File: config.mk
export PLATFORM = sky130hd
export DESIGN_NAME = bram_stream_writer
export DESIGN_NICKNAME = d
export VERILOG_FILES = /design/src/rtl/params_pkg.sv /design/src/rtl/bram_stream_writer.sv
export SDC_FILE = /design/constraint.sdc
export NUM_CORES = 1
export LEC_CHECK = 0
export CAP_MARGIN = 0
export CORE_MARGIN = 4
export CORE_UTILIZATION = 44
export CTS_BUF_LIST = sky130_fd_sc_hd__clkbuf_8
export DETAILED_ROUTE_END_ITERATION = 8
export GPL_TIMING_DRIVEN = 0
export PLACE_DENSITY = 0.82
export SLEW_MARGIN = 40
export SYNTH_ARGS = -nofsm -noshare
export SYNTH_HDL_FRONTEND = slang
export SYNTH_SLANG_ARGS = --single-unit
File: constraint.sdc
create_clock -name clk -period 1.7 [get_ports clk]
set_clock_uncertainty 0.05 [all_clocks]
set_input_delay 0.255 -clock clk [delete_from_list [all_inputs] [get_ports clk]]
set_output_delay 0.255 -clock clk [all_outputs]
set_load 0.01 [all_outputs]
File: src/rtl/params_pkg.sv
// Shared constants and types for the BRAM loaders.
// Holds the weight/A BRAM sizes and the stream-writer defaults.
package params_pkg;

  localparam int WEIGHT_BRAM_DATA_W = 8;
  localparam int WEIGHT_BRAM_DEPTH  = 1024;
  localparam int A_BRAM_DATA_W      = 8;
  localparam int A_BRAM_DEPTH       = 256;

  localparam int BSW_DATA_WIDTH = 8;
  localparam int BSW_DEPTH      = 256;
  localparam int BSW_ADDR_W     = $clog2(BSW_DEPTH);

  typedef enum logic [1:0] {
    IDLE,
    WRITE,
    FLUSH,
    DONE
  } bram_wr_state_t;

endpackage

File: src/rtl/bram_stream_writer.sv
// Streams DEPTH words from a valid/ready source into BRAM port A.
// Define BRAM_STREAM_WRITER_LAST_CHK_EN to check s_last_i framing.
module bram_stream_writer
  import params_pkg::*;
#(
  parameter int DATA_WIDTH = BSW_DATA_WIDTH,
  parameter int DEPTH      = BSW_DEPTH,
  parameter int ADDR_W     = $clog2(DEPTH)
) (
  input  logic                  clk,
  input  logic                  rst_n,
  input  logic                  start_i,
  input  logic                  clear_i,
  input  logic                  s_valid_i,
  input  logic [DATA_WIDTH-1:0] s_data_i,
  input  logic                  s_last_i,
  output logic                  s_ready_o,
  output logic                  BRAM_ena,
  output logic                  BRAM_wea,
  output logic [ADDR_W-1:0]     BRAM_addra,
  output logic [DATA_WIDTH-1:0] BRAM_dina,
  output logic                  load_done_o,
  output logic                  err_o
);

  localparam logic [ADDR_W-1:0] LAST_IDX = ADDR_W'(DEPTH - 1);

  bram_wr_state_t state_q, state_d;
  logic [ADDR_W-1:0]     cnt_q, cnt_d;
  logic                  ena_q, ena_d;
  logic                  wea_q, wea_d;
  logic [ADDR_W-1:0]     addr_q, addr_d;
  logic [DATA_WIDTH-1:0] din_q, din_d;
  logic                  done_q, done_d;
  logic                  early_q, early_d;
  logic                  accept;
  logic                  at_end;

  assign s_ready_o   = (state_q == WRITE);
  assign accept      = s_valid_i && s_ready_o;
  assign at_end      = (cnt_q == LAST_IDX);
  assign BRAM_ena    = ena_q;
  assign BRAM_wea    = wea_q;
  assign BRAM_addra  = addr_q;
  assign BRAM_dina   = din_q;
  assign load_done_o = done_q;

  // Next state, counter and registered BRAM write request.
  always_comb begin
    state_d = state_q;
    cnt_d   = cnt_q;
    ena_d   = 1'b0;
    wea_d   = 1'b0;
    addr_d  = addr_q;
    din_d   = din_q;
    early_d = early_q;
    if (clear_i) begin
      state_d = IDLE;
      cnt_d   = '0;
      early_d = 1'b0;
    end else begin
      unique case (state_q)
        IDLE: begin
          if (start_i) begin
            state_d = WRITE;
            cnt_d   = '0;
            early_d = 1'b0;
          end
        end
        WRITE: begin
          if (accept) begin
            ena_d  = 1'b1;
            wea_d  = 1'b1;
            addr_d = cnt_q;
            din_d  = s_data_i;
            if (at_end) begin
              state_d = FLUSH;
            end else begin
              cnt_d = cnt_q + 1'b1;
`ifdef BRAM_STREAM_WRITER_LAST_CHK_EN
              if (s_last_i) begin
                state_d = FLUSH;
                early_d = 1'b1;
              end
`endif
            end
          end
        end
        FLUSH: state_d = early_q ? IDLE : DONE;
        DONE:  state_d = DONE;
        default: state_d = IDLE;
      endcase
    end
    done_d = (state_d == DONE);
  end

  // State and output registers.
  always_ff @(posedge clk or negedge rst_n) begin
    if (!rst_n) begin
      state_q <= IDLE;
      cnt_q   <= '0;
      ena_q   <= 1'b0;
      wea_q   <= 1'b0;
      addr_q  <= '0;
      din_q   <= '0;
      done_q  <= 1'b0;
      early_q <= 1'b0;
    end else begin
      state_q <= state_d;
      cnt_q   <= cnt_d;
      ena_q   <= ena_d;
      wea_q   <= wea_d;
      addr_q  <= addr_d;
      din_q   <= din_d;
      done_q  <= done_d;
      early_q <= early_d;
    end
  end

`ifdef BRAM_STREAM_WRITER_LAST_CHK_EN
  logic err_q, err_d;

  // Sticky framing error: last too early, or missing on the final word.
  always_comb begin
    err_d = err_q;
    if (clear_i) begin
      err_d = 1'b0;
    end else if (accept && (at_end != s_last_i)) begin
      err_d = 1'b1;
    end
  end

  // Error flag register.
  always_ff @(posedge clk or negedge rst_n) begin
    if (!rst_n) err_q <= 1'b0;
    else        err_q <= err_d;
  end

  assign err_o = err_q;
`else
  logic unused_last;
  assign unused_last = s_last_i;
  assign err_o       = 1'b0;
`endif

endmodule

==> results_dict.tcl, run 1 <==
set metrics [dict create \
    routed_via_density 5.35 \
    antenna_found_initial 0 \
    end_kind "flip-flop" \
    max_slew.worst_pin.slew_ns 0.615 \
    reg2reg_depth 6 \
    die_x_um 61.7 \
    fin_area_sq_um 1730 \
    io_pins 35 \
    p_switching_mw 0.348 \
    slew_violations 0 \
    grt_most_used_layer "met2" \
    first_pass_iters 4 \
    fin_ws_ns 0.0797 \
    syn-cell-area_sq_um 1270 \
    power_mw 1.53 \
    syn_area_per_cell_sq_um 9.68 \
    worst-path-buf-inv 1 \
    p_clk_frac 0.337 \
    ir_drop_uv 707 \
    wirelength_um 2950 \
    final_hold_viol_count 0 \
    vias 1075 \
    critPathTopFamily "flip-flops" \
    p_int_mw 1.18 \
    root_buffer "clkbuf_8" \
    slowest_delay_ns 0.44 \
    worstPathMaxFanout 6 \
    p_comb_frac 0.172 \
    synth_flop_cell "dfrtp_1" \
    cp_slowest_cell "dfrtp_2" \
    core_sq_um 2760 \
    synth_cells 131 \
    required_ns 1.82 \
    min_period_ns 1.62 \
    cts_buffer_depth 2 \
    final_common_cell "nand2_1" \
    drt_iter0_markers 47 \
    clock_latency_ns 0.27 \
    period_share 0.953 \
    ys_ff_latch 28 \
    gp_congestion 0.884 \
    port-buffer-count 32 \
    diodes 0 \
    hold_path_class "reg -> reg" \
    grt_pass1_wl_um 4660 \
    p_sw_frac 0.228 \
    start_util 0.460 \
    fin_nets 186 \
    p_leak_nw 0.830 \
    first_global_vias 1059 \
    crit_type "reg -> reg" \
    drive_above_1_share 0.147 \
    yosysUniqueCellTypes 35 \
    dieArea_sq_um 3800 \
    powerDensity_nw_per_um2 883 \
    wl_per_cell_um 14.7 \
    clkTransAtPathRegs_ns 0.09 \
    drc 0 \
    utilization 0.627 \
    die_h_um 61.7 \
    h-tree-depth 1 \
    max_cap_violations 0 \
    grt-ovfl-total 0 \
    grt_max_degree 29 \
    use_met2 0.299 \
    grt_use_total 0.168 \
    cp_num_cells 6 \
    pwr-share-seq 0.491 \
    async_flop_share 1.00 \
    mostFrequentLayoutCells "45 x nand2_1, 30 x clkdlybuf4s50_1, 25 x dfrtp_1, 6 x nand3_1, 5 x nor2_1" \
    tritoncts "yes" \
    rows 19 \
    status "complete, no violations" \
    max-slew-margin-rel 0.590 \
    yosysSeqAreaShare 0.553 \
    drtAntennaViolNets 0 \
    numCtsBuffers 3 \
    use_met1 0.201 \
    arrival_ns 1.74 \
    place_area_sq_um 1620 \
    rsz0062_at_grt "no" \
    whs_path_depth 2 \
    cp-start-kind "flip-flop" \
    max_freq_mhz 617 \
    synth_nets 146 \
    met3_usage 0.0252 \
    clkSinkCount 28 \
    hpwl_um 2030 \
    setup_violations 0 \
    crit_chain "ha_2, nand4_1, o211ai_4, and2_1, buf_6, a211o_1" \
    place_ws_ns -0.242 \
    layout-area-overhead-vs-synth_pct 36.3 \
    synth_edf_count 0 \
    yosysWarnings 0 \
]
-- cell type report --
class,count,area (sq um)
clock inverters,1,30.0
repair buffers,35,339
multi-input cells,94,522
inverters,3,11.3
well taps,31,38.8
fillers,244,1030
plain buffers,6,41.3
flip-flops and latches,28,704
clock buffers,3,41.3
-- registers in the layout, indices dropped and copies added, names as in the netlist --
name / count
BRAM_addra: 8
BRAM_dina: 8
cnt_q: 8
state_q: 2
BRAM_wea: 1
load_done_o: 1
-- power by group through the flow --
| stage | clock network, mW | logic (mW) | registers, mW |
|---|---|---|---|
| 2_1_floorplan | 0 | 0.0807 | 0.782 |
| 3_3_place_gp | 0 | 0.255 | 0.758 |
| 3_5_place_dp | 0 | 0.260 | 0.765 |
| 4_1_cts | 0.526 | 0.262 | 0.751 |
| 5_1_grt | 0.559 | 0.288 | 0.757 |
| 6_report | 0.514 | 0.263 | 0.749 |
-- worst min-delay path: stages (launching register included) --
cell	delay (ns)
dfrtp_1	0.35
nand2_1	0.05
nand2_1	0.05
-- routing by layer --
layer | vias to the layer above | part of all wire
met5 | - | 0
met4 | 0 | 0.014
met3 | 5 | 0.064
met2 | 40 | 0.52
met1 | 512 | 0.40
li1 | 518 | -
-- stage by stage --
| step | TNS [ns] | hold slack [ns] | std cells |
|---|---|---|---|
| floorplan | 0 | -0.0906 | 131 |
| global placement | -3.24 | 0.406 | 194 |
| detailed placement | -2.82 | 0.253 | 194 |
| CTS | 0 | 0.440 | 199 |
| global route | 0 | 0.456 | 201 |
| finish | 0 | 0.433 | 201 |
-- cell families (layout without fill, tap and decap cells) --
| family | after synthesis | count (layout) | synth area share |
|---|---|---|---|
| and+or+nand+nor | 73 | 73 | 0.268 |
| other | 1 | 1 | 0.00296 |
| muxes | 1 | 1 | 0.00888 |
| xor gates and xnor gates | 1 | 1 | 0.00691 |
| buffers and inverters | 9 | 48 | 0.0405 |
| AOI/OAI and AO/OA | 17 | 17 | 0.111 |
| adders and majority gates | 1 | 1 | 0.00987 |
| DFF | 28 | 28 | 0.553 |
-- synthesized netlist by cell type (all sizes together) (2+ instances only) --
cell    count  share of area
a21oi       4          0.016
a22o        2          0.014
and3        3          0.015
and4        2          0.014
buf         5          0.029
dfrtp      28           0.55
inv         3         0.0089
nand2      45           0.13
nand3       6          0.024
nand4       2         0.0099
nor2        5          0.015
nor3        3          0.012
o211ai      2          0.027
o21ai       4          0.016
-- worst paths after layout --
path                              start       endpoint  slack, ns
setup reg to reg               cnt_q[1]       cnt_q[4]       0.08
hold reg to reg            BRAM_dina[2]   BRAM_dina[2]       0.43
max in group asynchronous         rst_n       cnt_q[0]       0.69
min in group asynchronous         rst_n  BRAM_addra[6]       0.47
hold / removal             BRAM_dina[2]   BRAM_dina[2]       0.43
setup / recovery               cnt_q[1]       cnt_q[4]       0.08
-- what timing repair did --
item / in CTS / in global routing
gates resized for setup: 4 / 4
hold buffers: 1 / 0
setup endpoints to repair: 7 / 16
endpoints found under the hold margin: 28 / 0
cloned: 0 / 0
setup buffers: 0 / 2
pin swaps: 0 / 0
(Power assumes the default switching activity.)
==> run 2: changes to the inputs <==
ABC_AREA = 1   (was not set)
==> run 2 against run 1 <==
Hold slack got worse by 0.30 ns; synthesized area increased by 2.4%; synthesized cell count increased by 21%; sequential cell count unchanged; via count increased by 2.7%; first-iteration DRC count increased by 49%; final cell count increased by 11%; power decreased by 12%; die area increased by 2.1%; critical endpoint is now cnt_q[0]; largest cell class unchanged; non-clock buffer count decreased by 3.
==> results_dict.tcl, run 2 <==
set metrics [dict create \
    drive_above_1_share 0.119 \
    synth_nets 173 \
    p_clk_frac 0.258 \
    yosysWarnings 0 \
    fin_nets 210 \
    clock_latency_ns 0.27 \
    rows 19 \
    p_comb_frac 0.189 \
    synth_common_cells "68 x nand2_1, 28 x dfrtp_1, 12 x nor2_1" \
    h-tree-depth 1 \
    utilization 0.610 \
    pwr-share-seq 0.552 \
    max_slew.worst_pin.slew_ns 0.611 \
    post-place-cells 220 \
    p_leak_nw 0.820 \
    grt_use_total 0.150 \
    crit_type "reg -> reg" \
    tns_ns 0 \
    async_flop_share 1.00 \
    io_pins 35 \
    syn_area_per_cell_sq_um 8.21 \
    cts_buffer_depth 2 \
    die_h_um 62.3 \
    place_ws_ns 0.101 \
    cp_slowest_cell "dfrtp_1" \
    yosysUniqueCellTypes 22 \
    grt-ovfl-total 0 \
    die_x_um 62.3 \
    cp-start-kind "flip-flop" \
    ir_drop_uv 590 \
    mostFrequentLayoutCells "68 x nand2_1, 29 x clkdlybuf4s50_1, 28 x dfrtp_1, 12 x nor2_1, 9 x o21ai_1" \
    slew_violations 0 \
    antenna_found_initial 0 \
    min_period_ns 1.56 \
    first_global_vias 1088 \
    max-slew-margin-rel 0.593 \
    grt_max_degree 29 \
    final_hold_viol_count 0 \
    status "complete, no violations" \
    synth_top_area_cell "dfrtp_1" \
    slowest_delay_ns 0.45 \
    routed_via_density 4.93 \
    port-buffer-count 31 \
    synth_top_area_share 0.540 \
    rsz0062_at_grt "no" \
    critPathTopFamily "simple AND/OR/NAND/NOR gates" \
    end_kind "flip-flop" \
    fin_ws_ns 0.140 \
    path_common_cell "nand2_1" \
    crit_chain "ha_1, nand3_2, inv_2, nand2_1, nand2_2, nand3b_4, clkinv_4, nand2_1, nand2_1" \
    post-cts-setup-buffers 0 \
    max_cap_violations 0 \
    root_buffer "clkbuf_8" \
    hpwl_um 2170 \
    max_freq_mhz 641 \
    drt_iter0_markers 70 \
    diodes 0 \
    syn-cell-area_sq_um 1300 \
    setup_violations 0 \
    gp_congestion 0.831 \
    clkSinkCount 28 \
    layout-area-overhead-vs-synth_pct 30.7 \
    powerDensity_nw_per_um2 790 \
    drtAntennaViolNets 0 \
    numCtsBuffers 3 \
    p_switching_mw 0.333 \
    start_util 0.466 \
    period_share 0.918 \
    hold_path_class "in -> reg" \
    first_pass_iters 4 \
    synth_cells 158 \
    worst-path-buf-inv 2 \
    wl_per_cell_um 12.2 \
    p_int_mw 1.01 \
    required_ns 1.82 \
    power_mw 1.34 \
    p_sw_frac 0.249 \
    arrival_ns 1.68 \
    synth.most_common_cell "nand2_1" \
    ys_ff_latch 28 \
    instances_no_fill 224 \
    yosysSeqAreaShare 0.540 \
    wirelength_um 2740 \
    drc 0 \
    synth_area_leaders "dfrtp_1 54%, nand2_1 20%, o21ai_1 3.5%" \
    synth_flop_cell "dfrtp_1" \
    grt_pass1_wl_um 4860 \
    dieArea_sq_um 3880 \
    synth_edf_count 0 \
    tritoncts "yes" \
    final_common_cell "nand2_1" \
    clkTransAtPathRegs_ns 0.09 \
    core_sq_um 2780 \
    vias 1104 \
    worstPathMaxFanout 8 \
]
-- run 2: cell count changes after synthesis, sizes merged, moves of 3 or more --
cell,delta
a21oi,-4
and3,-3
inv,+9
nand2,+26
nor2,+9
o21ai,+6
-- run 2: cell families after synthesis --
kind of cell	count (synthesis)	share of synthesized area
xor gates and xnor gates	2	0.0135
DFF	28	0.540
and+or+nand+nor	96	0.314
AOI/OAI and AO/OA	11	0.0444
buffers and inverters	19	0.0752
other	1	0.00289
adders and majority gates	1	0.00964
-- run 2: worst paths after layout --
kind	startpoint	cells past startpoint	slack, ns	endpoint
max	cnt_q[0]	9	0.14	cnt_q[0]
min	clear_i	2	0.13	state_q[1]
max reg2reg	cnt_q[0]	9	0.14	cnt_q[0]
min reg2reg	BRAM_addra[0]	2	0.44	BRAM_addra[0]
max in group asynchronous	rst_n	2	0.73	state_q[0]
min in group asynchronous	rst_n	2	0.46	BRAM_dina[7]
-- run 2: final cells by class --
type,count,area (sq um)
clock buffers,3,41.3
repair buffers,32,314
plain buffers,6,43.8
flip-flops and latches,28,701
well taps,31,38.8
multi-input cells,111,503
inverters,13,53.8
fillers,241,1090
-- run 2: routing by layer --
layer	vias to the layer above	track usage	share of wire
met5	-	0	0
met4	0	0.0398	0.011
met3	5	0.0360	0.070
met2	39	0.259	0.49
met1	505	0.186	0.42
li1	555	-	-
-- run 2: power by group through the flow --
stage / Sequential (mW) / Combinational (mW) / Clock [mW]
after floorplan: 0.773 / 0.0808 / 0
after global placement: 0.749 / 0.249 / 0
after detailed placement: 0.754 / 0.256 / 0
after CTS: 0.741 / 0.258 / 0.361
after global routing: 0.748 / 0.283 / 0.384
final: 0.740 / 0.254 / 0.346
-- run 2: stage by stage --
stage | hold slack [ns] | area, sq um
after global placement | 0.406 | 1650
after floorplan | -0.0906 | 1300
after CTS | 0.123 | 1690
after detailed placement | 0.254 | 1640
after global routing | 0.120 | 1700
final | 0.128 | 1700
-- run 2: what timing repair did --
item	in CTS	in global routing
hold buffers	1	0
resized for setup	2	1
hold endpoints to repair	28	0
endpoints found under the setup margin	1	4
